[src/rtl/sram2_pkg.sv]
// rtl/sram2_pkg.sv - shared constants and types for the SRAM2 arbiter
package sram2_pkg;

  localparam logic [31:0] SRAM2_BASE  = 32'h1000_0000;
  localparam logic [31:0] SRAM2_LIMIT = 32'h1000_7FFF;

  typedef enum logic [1:0] {
    IDLE    = 2'd0,
    ISSUE   = 2'd1,
    CAPTURE = 2'd2,
    RESP    = 2'd3
  } state_t;

  localparam logic M_FETCH = 1'b0;
  localparam logic M_LSU   = 1'b1;

endpackage

[src/rtl/sram2_parity_gen.sv]
// rtl/sram2_parity_gen.sv - even parity per byte for the SRAM2 write word
module sram2_parity_gen (
  input  logic [31:0] data,
  output logic [3:0]  parity
);

  // Bit k covers byte k, matching the SRAM2 parity checker's ordering.
  assign parity[0] = ^data[7:0];
  assign parity[1] = ^data[15:8];
  assign parity[2] = ^data[23:16];
  assign parity[3] = ^data[31:24];

endmodule

[src/rtl/sram2_arbiter.sv]
// rtl/sram2_arbiter.sv - two-master round-robin arbiter for the single-ported SRAM2
module sram2_arbiter
  import sram2_pkg::*;
#(
  parameter logic [31:0] BASE_ADDR  = SRAM2_BASE,
  parameter logic [31:0] LIMIT_ADDR = SRAM2_LIMIT,
  parameter logic [31:0] IDLE_ADDR  = 32'h0000_0000
) (
  input  logic        clock,
  input  logic        reset,
  input  logic        m0_req_valid,
  output logic        m0_req_ready,
  input  logic        m0_req_write,
  input  logic [31:0] m0_req_addr,
  input  logic [31:0] m0_req_wdata,
  output logic        m0_rsp_valid,
  input  logic        m0_rsp_ready,
  output logic [31:0] m0_rsp_rdata,
  output logic        m0_rsp_err,
  input  logic        m1_req_valid,
  output logic        m1_req_ready,
  input  logic        m1_req_write,
  input  logic [31:0] m1_req_addr,
  input  logic [31:0] m1_req_wdata,
  output logic        m1_rsp_valid,
  input  logic        m1_rsp_ready,
  output logic [31:0] m1_rsp_rdata,
  output logic        m1_rsp_err,
  output logic        sram_write_enable,
  output logic [31:0] sram_address,
  output logic [35:0] sram_data_in,
  input  logic [31:0] sram_data_out,
  input  logic        sram_parity_error
);

  state_t      state;
  logic        rr_last;
  logic        id_q;
  logic        write_q;
  logic        err_q;
  logic [31:0] addr_q;
  logic [31:0] wdata_q;
  logic [31:0] rdata_q;
  logic [31:0] capture_q;
  logic [3:0]  parity;

  logic        win_id;
  logic        grant;
  logic        sel_write;
  logic [31:0] sel_addr;
  logic [31:0] sel_wdata;
  logic        sel_in_range;
  logic        rsp_taken;

  // On a tie the master that did not win last time goes next.
  assign win_id       = (m0_req_valid & m1_req_valid) ? ~rr_last : m1_req_valid;
  assign grant        = (state == IDLE) & (m0_req_valid | m1_req_valid) & ~reset;
  assign m0_req_ready = grant & (win_id == M_FETCH);
  assign m1_req_ready = grant & (win_id == M_LSU);

  assign sel_write    = (win_id == M_LSU) ? m1_req_write : m0_req_write;
  assign sel_addr     = (win_id == M_LSU) ? m1_req_addr  : m0_req_addr;
  assign sel_wdata    = (win_id == M_LSU) ? m1_req_wdata : m0_req_wdata;
  assign sel_in_range = (sel_addr >= BASE_ADDR) && (sel_addr <= LIMIT_ADDR);

  sram2_parity_gen u_parity_gen (
    .data   (wdata_q),
    .parity (parity)
  );

  // SRAM2 sees a real address only during ISSUE; reset kills an in-flight write strobe immediately.
  assign sram_address      = (state == ISSUE) ? addr_q : IDLE_ADDR;
  assign sram_write_enable = (state == ISSUE) & write_q & ~reset;
  assign sram_data_in      = (state == ISSUE) ? {parity, wdata_q} : 36'd0;

  assign m0_rsp_valid = (state == RESP) & (id_q == M_FETCH);
  assign m1_rsp_valid = (state == RESP) & (id_q == M_LSU);
  assign m0_rsp_rdata = m0_rsp_valid ? rdata_q : 32'd0;
  assign m1_rsp_rdata = m1_rsp_valid ? rdata_q : 32'd0;
  assign m0_rsp_err   = m0_rsp_valid & err_q;
  assign m1_rsp_err   = m1_rsp_valid & err_q;
  assign rsp_taken    = (id_q == M_LSU) ? m1_rsp_ready : m0_rsp_ready;

  // Read data is only valid in the high phase after the access edge, so grab it mid-cycle.
  always_ff @(negedge clock) begin
    if (state == CAPTURE) begin
      capture_q <= sram_data_out;
    end
  end

  // Sequencer: grant and latch, one SRAM access, then hold the response until taken.
  always_ff @(posedge clock) begin
    if (reset) begin
      state   <= IDLE;
      rr_last <= M_LSU;
      id_q    <= M_FETCH;
      write_q <= 1'b0;
      addr_q  <= 32'd0;
      wdata_q <= 32'd0;
      rdata_q <= 32'd0;
      err_q   <= 1'b0;
    end else begin
      case (state)
        IDLE: begin
          if (grant) begin
            id_q    <= win_id;
            rr_last <= win_id;
            write_q <= sel_write;
            addr_q  <= sel_addr;
            wdata_q <= sel_wdata;
            rdata_q <= 32'd0;
            if (sel_in_range) begin
              err_q <= 1'b0;
              state <= ISSUE;
            end else begin
              err_q <= 1'b1;
              state <= RESP;
            end
          end
        end
        ISSUE: begin
          if (write_q) begin
            err_q <= sram_parity_error;
            state <= RESP;
          end else begin
            state <= CAPTURE;
          end
        end
        CAPTURE: begin
          rdata_q <= capture_q;
          state   <= RESP;
        end
        RESP: begin
          if (rsp_taken) begin
            state <= IDLE;
          end
        end
        default: state <= IDLE;
      endcase
    end
  end

endmodule

[config.mk]
export PLATFORM = sky130hd
export DESIGN_NAME = sram2_arbiter
export DESIGN_NICKNAME = d
export VERILOG_FILES = /design/src/rtl/sram2_pkg.sv /design/src/rtl/sram2_parity_gen.sv /design/src/rtl/sram2_arbiter.sv
export SDC_FILE = /design/constraint.sdc
export NUM_CORES = 1
export LEC_CHECK = 0
export BUFFER_PORTS_ARGS = -buffer_cell sky130_fd_sc_hd__buf_2
export CELL_PAD_IN_SITES_DETAIL_PLACEMENT = 1
export CELL_PAD_IN_SITES_GLOBAL_PLACEMENT = 2
export CORE_MARGIN = 10
export CORE_UTILIZATION = 29
export CTS_CLUSTER_DIAMETER = 80
export DETAILED_ROUTE_END_ITERATION = 10
export PLACE_DENSITY_LB_ADDON = 0.1
export SYNTH_ARGS = -nofsm -noshare
export SYNTH_HDL_FRONTEND = slang
export SYNTH_HIERARCHICAL = 1
export SYNTH_SLANG_ARGS = --single-unit
[constraint.sdc]
create_clock -name clock -period 4.5 [get_ports clock]
set_input_delay 0.9 -clock clock [delete_from_list [all_inputs] [get_ports clock]]
set_output_delay 0.9 -clock clock [all_outputs]
set_load 0.01 [all_outputs]
; ---- Yosys cells after proc, flatten, opt, wreduce, memory -nomap -nowiden
; Index checks and enable logic that the tools add are counted.
[classes]
order_cmp = 2
n_eq_ne = 6
muxes = 20
bitwise = 16
reduce_logical = 12
[op_table]
columns = op, count
row1 = $mux 32, 6
row2 = $pmux 32 s2, 1
row3 = $mux 36, 1
row4 = $ge 32x29->1 const B, 1
row5 = $le 32x29->1 const B, 1
row6 = $reduce_xor 8->1, 4
row7 = $and 1x1->1, 11
row8 = $pmux 2 s4, 1
row9 = $mux 1, 7
row10 = $mux 2, 3
row11 = $ne 2x2->1 const B, 3
row12 = $reduce_and 2->1, 3
row13 = $eq 2x2->1 const B, 2
row14 = $not 1->1, 4
row15 = $reduce_bool 2->1, 2
row16 = $reduce_and 3->1, 1
row17 = $eq 2x1->1 const B, 1
row18 = $logic_not 2->1, 1
row19 = $pmux 1 s2, 1
row20 = $logic_and 1x1->1, 1
row21 = $or 1x1->1, 1
[totals]
regBits = 134
in_bits = 169
out_inout_bits = 139
word_cells = 65

; ---- Depth between registers and ports, before layout
; Gate-level depths: netlist (run 1).
[logic_depth]
ltp_word = 8
mapped_depth = 8
depth_no_buf = 6

; ---- Modules after synthesis
; The synthesis (run 1) kept the hierarchy.
[modules_own_cells]
columns = mod, instances, cells_each, area_per_inst_um2, seq_area_each_um2
row1 = sram2_arbiter, 1, 643, 6352.3, 3002.9
row2 = sram2_parity_gen, 1, 28, 245.2, 0.0

==> out/qor.csv, run 1 <==
stage,metric,value,unit
run_status,outcome,completed,
flow_run,drv_cap,0,
cells_and_area,fin_nets,1153,
critical_path,path_delay_family,simple AND/OR/NAND/NOR gates,
critical_path,critPathKind,reg -> out,
route,drt_iter0_markers,237,
critical_path,path_cells,ha_1 -> buf_4 -> nor2b_2 -> and2_1 -> buf_2,
synth,synth.net_count,845,
synth,synthFlopType,dfxtp_1,
synth,synth.yosys.seq_area_share,45.5,%
placed_design,gp_congestion,0.789,
cells_and_area,syn_to_final_growth,36.0,%
sta,rsz0062_at_grt,no,
pwr,combPwrFrac,36.4,%
placed_design,dpl.hpwl,18.5,mm
pwr,clkPwrFrac,28.4,%
synth,synthDistinctLibCells,40,
sta,fin_skew,41.2,ps
floorplan,rows,55,
cells_and_area,stdcell_area,0.00897,sq mm
pwr,p_sw_share,38.4,%
synth,yosysTopAreaCell,dfxtp_1,
clocking,cts_resized,0,
route,firstDrtPassIters,4,
critical_path,cp_slowest_stage_delay,1030,ps
route,routed_wl,24.3,mm
floorplan,dieArea,0.0292,sq mm
clocking,clk_latency,450,ps
critical_path,cp.arrival,2760,ps
critical_path,slowest_stage,nor2b_2,
synth,synthTopCellsByCount,"102 x and2_1, 102 x dfxtp_1, 100 x nor2_1",
sta,period_needed,3660,ps
critical_path,cp_data_required_time,3600,ps
pwr,p_leak,4.35,nW
synth,ys_ff_latch,134,
clocking,cts_setup_buffers,0,
min_path,min_from,addr_q[8],
synth,syn_avg_cell_area,9.83,sq um
placed_design,io_buffers,307,
route,num_vias,6068,
cells_and_area,antenna_cells,0,
clocking,clock-sinks,134,
pwr,ir_worst_vdd,0.000248,V
critical_path,reg2reg_depth,3,
grt,grt_max_degree,75,
grt,grt_pass1_wl,37.1,mm
route,ant_nets,0,
critical_path,cp-end-kind,output port,
synth,yosysTopAreaCellShare,31.0,%
route,drc,0,
floorplan,core_area,0.0225,sq mm
clocking,cts_max_level,4,
critical_path,r2r_end,capture_q[28],
min_path,min_delay_worst_endpoint,addr_q[8],
synth,synth_edf_count,32,
sta,max_freq,0.273,GHz
floorplan,start_util,29.3,%
clocking,root_buffer,clkbuf_16,
synth,synthArstFlopShare,0,%
route,via_per_inst,4.75,
pwr,p_per_area,574,mW/mm^2
min_path,min_path_cells,2,
sta,final.setup.tns,0,ps
sta,setup_violations,0,
synth,syn_area,0.00660,sq mm
clocking,cts_tree,yes,
grt,grt_pass1_vias,6604,
floorplan,dieHeight,171,um
sta,min_period_over_period,81.4,%
critical_path,worst-r2r-setup-slack,870,ps
clocking,cts_hold_buf,0,
sta,slew_violations,0,
min_path,min_path_type,reg -> reg,
floorplan,die_w,171,um
floorplan,io_pins,308,
critical_path,r2r_start,state[0],
sta,layout_setup_ws,836,ps
pwr,switchingPower,1.98,mW
grt,gr-total-overflow,0,
route,routedWlPerCell,19.1,um
clocking,numCtsBuffers,17,
pwr,sequentialPowerShare,35.2,%
grt,grt_usage,16.1,%
synth,synth_area_leaders,"dfxtp_1 31%, edfxtp_1 15%, mux2i_1 10%",
critical_path,cp_num_buf_inv,2,
cells_and_area,drive_gt1_share,37.1,%
grt,antenna_found_initial,0,
pwr,internal_power,3.17,mW
critical_path,cp_max_fo,36,
synth,yosysWarnings,6,
placed_design,placed_area,0.00828,sq mm
placed_design,pre_cts_slack,825,ps
clocking,path_clk_slew,70,ps
sta,max_slew_margin,19.2,%
sta,hold_violations,0,
sta,worst_pin_slew,1210,ps
critical_path,startpoint_type,flop,
clocking,cts_buffer_depth,2,
synth,synthCells,671,
## logic make-up after synthesis
logic type / after synthesis / share of synthesized area, %
buffers and inverters: 63 / 5.03
xor gates and xnor gates: 28 / 3.72
AOI/OAI and AO/OA: 114 / 13.9
muxes: 67 / 10.2
DFF: 134 / 45.5
and+or+nand+nor: 260 / 20.7
adders and majority gates: 5 / 0.948
## worst max-delay path by stage
stage | to | slack (ps) | from | cells past startpoint
final | m0_rsp_rdata[11] | 840 | state[1] | 5
after global routing | m0_rsp_rdata[12] | 570 | state[1] | 5
after CTS | m0_rsp_rdata[3] | 760 | state[1] | 5
after detailed placement | capture_q[4] | 830 | state[0] | 3
after global placement | capture_q[24] | 940 | state[0] | 3
after floorplan | capture_q[0] | 570 | state[0] | 2
## layout by cell type (no fill, tap or decap), types with 4 or more instances in the layout
master / n
inv_6: 5
edfxtp_1: 32
nand2_1: 6
inv_1: 36
buf_4: 9
a22oi_1: 33
and2_1: 102
buf_2: 306
clkbuf_16: 18
nor2_1: 100
mux2i_1: 67
ha_1: 4
nor4_1: 4
a211oi_2: 13
xor2_1: 4
xnor2_1: 24
dfxtp_1: 102
and3_1: 34
a211oi_1: 53
## state kept, by name, summed over array words and instances, names as in the netlist
name       count
addr_q        32
capture_q     32
err_q          1
id_q           1
rdata_q       32
rr_last        1
state          2
wdata_q       32
write_q        1
## tightest hold or removal path: cells and delay by family, from the launching register on
family | cells | cell delay, ps
compound gates | 1 | 50
flops | 1 | 310
simple gates | 1 | 90
## per-stage QoR
step | hold slack, ps | utilization (%) | instances | total power, mW
finish | 493 | 39.9 | 1277 | 5.15
global route | 519 | 39.9 | 1277 | 5.56
CTS | 499 | 39.9 | 1277 | 5.25
detailed placement | 489 | 36.8 | 1214 | 3.80
global placement | 483 | 36.8 | 1214 | 3.71
floorplan | 439 | - | 671 | 3.23
## power groups by stage
stage / combinational [mW] / clock (mW) / sequential (mW)
after floorplan: 1.42 / 0.0440 / 1.77
after global routing: 2.12 / 1.58 / 1.86
after global placement: 1.84 / 0.0440 / 1.82
final: 1.87 / 1.46 / 1.81
after CTS: 1.92 / 1.51 / 1.82
after detailed placement: 1.92 / 0.0440 / 1.84
## routing by layer
layer | global-route usage, % | part of all wire [%] | vias up
li1 | - | - | 2987
met1 | 17.8 | 40 | 2870
met2 | 28.3 | 50 | 201
met3 | 6.82 | 9.5 | 10
met4 | 3.40 | 0.70 | 0
met5 | 0 | 0 | -
## final cells by class
type                            instances  area (sq um)
Fill cell                            2679         13500
Multi-Input combinational cell        474          3290
Sequential cell                       134          3000
Timing Repair Buffer                  316          1620
Clock buffer                           18           450
Tap cell                              285           357
Clock inverter                         46           240
Inverter                                4          15.0
No activity file was read; power rests on OpenSTA's default activity.
==> run 2, diff against run 1 <==
- ABC_AREA: unset -> 1
- CORE_UTILIZATION: 29 -> 22
- clock period: 4.5 -> 3.32 ns (I/O delays scaled with it)
==> run 2 against run 1 <==
Area after synthesis up 6.7%. Largest power group is now registers. Power up 28%. Via count up 27%. Count of clock-buffer cells in the layout down 1. Largest cell class unchanged. Sequential share of layout area down 2.3 points.
==> out/qor.csv, run 2 <==
stage,metric,value,unit
pwr,internal_power,3.83,mW
synth,yosysTopAreaCellShare,29.0,%
clocking,path_clk_slew,70,ps
clocking,clock-sinks,134,
synth,syn_avg_cell_area,6.63,sq um
floorplan,rows,65,
placed_design,io_buffers,307,
grt,grt_pass1_vias,8069,
critical_path,startpoint_type,flop,
cells_and_area,mostFrequentLayoutCells,"392 x nand2_1, 307 x buf_2, 188 x inv_1, 110 x nand3_1, 102 x dfxtp_1",
route,routedWlPerCell,17.0,um
clocking,cts_hold_buf,0,
clocking,cts_tree,yes,
clocking,numCtsBuffers,17,
sta,max_slew_margin,56.3,%
placed_design,dpl.hpwl,22.5,mm
grt,antenna_found_initial,6,
floorplan,io_pins,308,
placed_design,gp_congestion,0.728,
clocking,clk_latency,470,ps
pwr,p_per_area,683,mW/mm^2
route,via_per_inst,4.31,
floorplan,core_area,0.0316,sq mm
clocking,cts_resized,0,
synth,yosysMostFrequentCell,nand2_1,
synth,ys_ff_latch,134,
sta,hold_violations,0,
critical_path,reg2reg_depth,3,
sta,setup_violations,0,
synth,synth.net_count,1236,
critical_path,cp-end-kind,flop,
pwr,clkPwrFrac,31.6,%
pwr,sequentialPowerShare,35.0,%
pwr,p_sw_share,41.8,%
critical_path,r2r_end,capture_q[10],
critical_path,path_cells,inv_1 -> ha_2 -> buf_12,
pwr,total_power,6.58,mW
floorplan,start_util,22.3,%
placed_design,placed_area,0.00892,sq mm
cells_and_area,post-route-util,30.5,%
route,routed_wl,30.4,mm
synth,synthTopCellsByCount,"392 x nand2_1, 157 x inv_1, 110 x nand3_1",
sta,final.setup.tns,0,ps
run_status,outcome,completed,
critical_path,cp_slowest_stage_delay,360,ps
min_path,min_path_cells,3,
sta,worst_pin_slew,655,ps
cells_and_area,fin_nets,1549,
critical_path,cp_data_required_time,1800,ps
min_path,min_from,m1_req_addr[0],
clocking,cts_buffer_depth,2,
floorplan,dieHeight,199,um
min_path,min_path_type,in -> reg,
route,num_vias,7719,
synth,yosysTopAreaCell,dfxtp_1,
critical_path,worst-r2r-setup-slack,330,ps
critical_path,critPathKind,reg -> reg,
sta,fin_skew,36.1,ps
grt,grt_max_degree,54,
grt,grt_usage,15.3,%
pwr,ir_worst_vdd,0.000425,V
synth,synth_area_leaders,"dfxtp_1 29%, nand2_1 21%, edfxtp_1 14%",
critical_path,cp.arrival,1470,ps
critical_path,r2r_start,state[0],
pwr,p_leak,5.11,nW
pwr,combPwrFrac,33.4,%
clocking,root_buffer,clkbuf_16,
cells_and_area,stdcell_area,0.00963,sq mm
sta,slew_violations,0,
route,firstDrtPassIters,4,
synth,syn_area,0.00704,sq mm
synth,synthArstFlopShare,0,%
synth,synth.yosys.seq_area_share,42.6,%
critical_path,slowest_stage,dfxtp_1,
floorplan,die_w,199,um
critical_path,cp_max_fo,53,
grt,gr-total-overflow,0,
synth,synthDistinctLibCells,29,
flow_run,drv_cap,0,
clocking,cts_setup_buffers,0,
grt,grt_pass1_wl,47.0,mm
sta,rsz0062_at_grt,no,
synth,yosysWarnings,6,
synth,synthCells,1062,
clocking,cts_max_level,4,
route,drt_iter0_markers,241,
synth,synth_edf_count,32,
cells_and_area,layout_commonest_cell,nand2_1,
route,drc,0,
cells_and_area,drive_gt1_share,26.7,%
cells_and_area,syn_to_final_growth,36.8,%
min_path,min_delay_worst_endpoint,addr_q[0],
synth,synthFlopType,dfxtp_1,
pwr,switchingPower,2.75,mW
route,ant_nets,0,
floorplan,dieArea,0.0396,sq mm
==> run 2: cell types whose count changed after synthesis, moves of 42 or more <==
cell	change
a211oi_1	-53
a21oi_1	+42
and2_1	-102
inv_1	+152
mux2i_1	-67
nand2_1	+386
nand3_1	+108
==> run 2: power by group through the flow <==
stage	clock network [mW]	registers [mW]	logic (mW)
global route	2.25	2.36	2.53
global placement	0.0596	2.33	2.25
detailed placement	0.0596	2.34	2.26
floorplan	0.0596	2.26	1.50
finish	2.08	2.30	2.19
CTS	2.15	2.31	2.27
==> run 2: layout make-up <==
cell class,count,area [sq um]
Antenna cell,2,5.00
Clock buffer,17,425
Inverter,160,601
Multi-Input combinational cell,707,3130
Tap cell,402,503
Clock inverter,47,284
Timing Repair Buffer,323,1680
Sequential cell,134,3000
Fill cell,4086,21900
==> run 2: worst max path at each step <==
stage / startpoint / end / slack (ps) / cells past startpoint
6_report: state[0] / capture_q[10] / 330 / 3
5_1_grt: state[0] / capture_q[10] / 240 / 3
4_1_cts: state[0] / capture_q[12] / 320 / 3
3_5_place_dp: state[0] / capture_q[15] / 330 / 3
3_3_place_gp: state[0] / capture_q[15] / 350 / 3
2_1_floorplan: state[0] / capture_q[0] / 290 / 2
==> run 2: critical path, delay by kind of cell, from the launching register on <==
| kind | cells | cell delay [ps] |
|---|---|---|
| adders and majority gates | 1 | 220 |
| DFF | 1 | 360 |
| buffers and inverters | 2 | 410 |
==> run 2: per-stage QoR <==
stage / cells / hold WS [ps] / setup WS (ps)
6_report: 1792 / 425 / 330
3_5_place_dp: 1727 / 461 / 327
4_1_cts: 1790 / 391 / 316
3_3_place_gp: 1727 / 461 / 348
2_1_floorplan: 1062 / 444 / 288
5_1_grt: 1791 / 407 / 236
==> run 2: kinds of logic (layout without fill, tap and decap cells) <==
family	count (synthesis)	count (layout)	share of synthesized area, %
other	0	2	0
AO/OA/AOI/OAI	107	107	8.60
buffers and inverters	221	547	13.1
flip-flops	134	134	42.6
adder cells (fa/ha/maj)	5	5	0.888
AND/OR/NAND/NOR	595	595	34.8
==> run 2: metal layers <==
| metal | GRT usage [%] | part of all wire, % | vias up |
|---|---|---|---|
| met1 | 18.4 | 45 | 3575 |
| met3 | 5.46 | 7.3 | 23 |
| met2 | 25.0 | 47 | 194 |
| met4 | 4.46 | 1.1 | 8 |
| li1 | - | - | 3919 |
| met5 | 0 | 0.17 | - |
==> run 3, diff against run 2 <==
- CELL_PAD_IN_SITES_DETAIL_PLACEMENT: 1 -> 0
- CELL_PAD_IN_SITES_GLOBAL_PLACEMENT: 2 -> 1
- CORE_UTILIZATION: 22 -> 29
- GPL_ROUTABILITY_DRIVEN: unset -> 0
==> run 3 against run 2 <==
Register-to-register slack about the same. Clock power rose by 2%. Setup slack lost 7.3 ps. Non-clock buffer count is 1 lower. Critical endpoint is now capture_q[5].
==> out/qor.csv, run 3 (synthesis gave the netlist of run 2 again) <==
stage,metric,value,unit
grt,grt_usage,16.6,%
grt,antenna_found_initial,2,
sta,max_slew_margin,63.0,%
min_path,min_path_type,in -> reg,
route,drc,0,
critical_path,cp-end-kind,flop,
grt,grt_max_degree,66,
pwr,ir_worst_vdd,0.000489,V
sta,fin_skew,33.7,ps
clocking,clock-sinks,134,
clocking,cts_setup_buffers,0,
grt,gr-total-overflow,0,
floorplan,rows,56,
route,routed_wl,26.0,mm
floorplan,die_w,176,um
critical_path,cp_slowest_stage_delay,350,ps
pwr,total_power,6.52,mW
cells_and_area,layout_commonest_cell,nand2_1,
floorplan,dieHeight,176,um
sta,rsz0062_at_grt,no,
cells_and_area,drive_gt1_share,26.7,%
route,firstDrtPassIters,5,
pwr,p_per_area,682,mW/mm^2
critical_path,cp_max_fo,65,
route,drt_iter0_markers,324,
critical_path,worst-r2r-setup-slack,320,ps
clocking,cts_buffer_depth,2,
clocking,numCtsBuffers,17,
critical_path,slowest_stage,dfxtp_1,
run_status,outcome,completed,
clocking,cts_max_level,4,
route,num_vias,7518,
critical_path,r2r_end,capture_q[5],
placed_design,io_buffers,307,
clocking,cts_tree,yes,
clocking,path_clk_slew,70,ps
clocking,cts_resized,0,
route,ant_nets,0,
cells_and_area,syn_to_final_growth,35.7,%
sta,hold_violations,0,
critical_path,r2r_start,state[0],
grt,grt_pass1_vias,7578,
critical_path,path_cells,inv_1 -> ha_2 -> buf_12,
route,routedWlPerCell,15.2,um
placed_design,dpl.hpwl,19.1,mm
clocking,clk_latency,450,ps
pwr,p_leak,5.12,nW
critical_path,cp_data_required_time,1770,ps
floorplan,core_area,0.0237,sq mm
floorplan,start_util,29.7,%
placed_design,placed_area,0.00880,sq mm
cells_and_area,stdcell_area,0.00956,sq mm
floorplan,dieArea,0.0309,sq mm
cells_and_area,fin_nets,1548,
sta,setup_violations,0,
flow_run,drv_cap,0,
critical_path,critPathKind,reg -> reg,
min_path,min_from,m1_req_addr[4],
cells_and_area,mostFrequentLayoutCells,"392 x nand2_1, 307 x buf_2, 188 x inv_1, 110 x nand3_1, 102 x dfxtp_1",
sta,worst_pin_slew,555,ps
critical_path,reg2reg_depth,3,
clocking,cts_hold_buf,0,
clocking,root_buffer,clkbuf_16,
cells_and_area,post-route-util,40.4,%
min_path,min_delay_worst_endpoint,addr_q[4],
floorplan,io_pins,308,
sta,final.setup.tns,0,ps
critical_path,cp.arrival,1440,ps
critical_path,startpoint_type,flop,
grt,grt_pass1_wl,41.4,mm
min_path,min_path_cells,3,
route,via_per_inst,4.40,
cells_and_area,fill_cells,2683,
sta,slew_violations,0,
-- run 3: changes by cell type in the layout (fill, tap and decap cells not counted) --
cell       before  now
clkinv_8        3    4
inv_12          0    3
clkinv_1        1    0
clkinv_4        1    0
buf_4          14   13
clkbuf_16      17   18
ha_4            1    0
ha_2            1    2
inv_8           7    4
-- run 3: worst max-delay path by stage --
| stage | startpoint | to | slack (ps) | depth (start not counted) |
|---|---|---|---|---|
| 2_1_floorplan | state[0] | capture_q[0] | 290 | 2 |
| 3_3_place_gp | state[0] | capture_q[10] | 330 | 3 |
| 3_5_place_dp | state[0] | capture_q[13] | 330 | 3 |
| 4_1_cts | state[0] | capture_q[2] | 320 | 3 |
| 5_1_grt | state[0] | capture_q[25] | 250 | 3 |
| 6_report | state[0] | capture_q[5] | 320 | 3 |
-- run 3: per-layer routing --
metal  global-route usage, %  share of wire [%]  up-vias
met5                       0                  0        -
met4                    4.52                1.3        0
met3                    4.78                5.9       15
met2                    27.9                 47      206
met1                    20.2                 46     3380
li1                        -                  -     3917
-- run 3: worst max-delay path, delay by kind of cell, from the launching register on --
kind / cells / cell delay, ps
DFF: 1 / 350
buffers and inverters: 2 / 410
adders and majority gates: 1 / 210
-- run 3: power breakdown --
group	internal (mW)	leakage (nW)	switching, mW
clock	1.13	0.479	1.00
combinational	0.665	3.51	1.43
sequential	2.08	1.13	0.214
total	3.87	5.12	2.65
-- run 3: area by class of cell --
class	instances	area [sq um]	share of cell area [%]
multi-input cells	707	3120	32.7
flip-flops and latches	134	3000	31.4
well taps	319	399	4.18
repair buffers	322	1670	17.5
clock inverters	46	303	3.17
diodes	2	5.00	0.0524
inverters	160	601	6.28
clock buffers	18	450	4.71
-- run 3: per-stage QoR --
stage	hold WS, ps	std cells	worst slack [ps]
6_report	436	1708	322
2_1_floorplan	444	1062	288
3_5_place_dp	463	1643	326
4_1_cts	414	1706	322
5_1_grt	417	1707	254
3_3_place_gp	458	1643	335
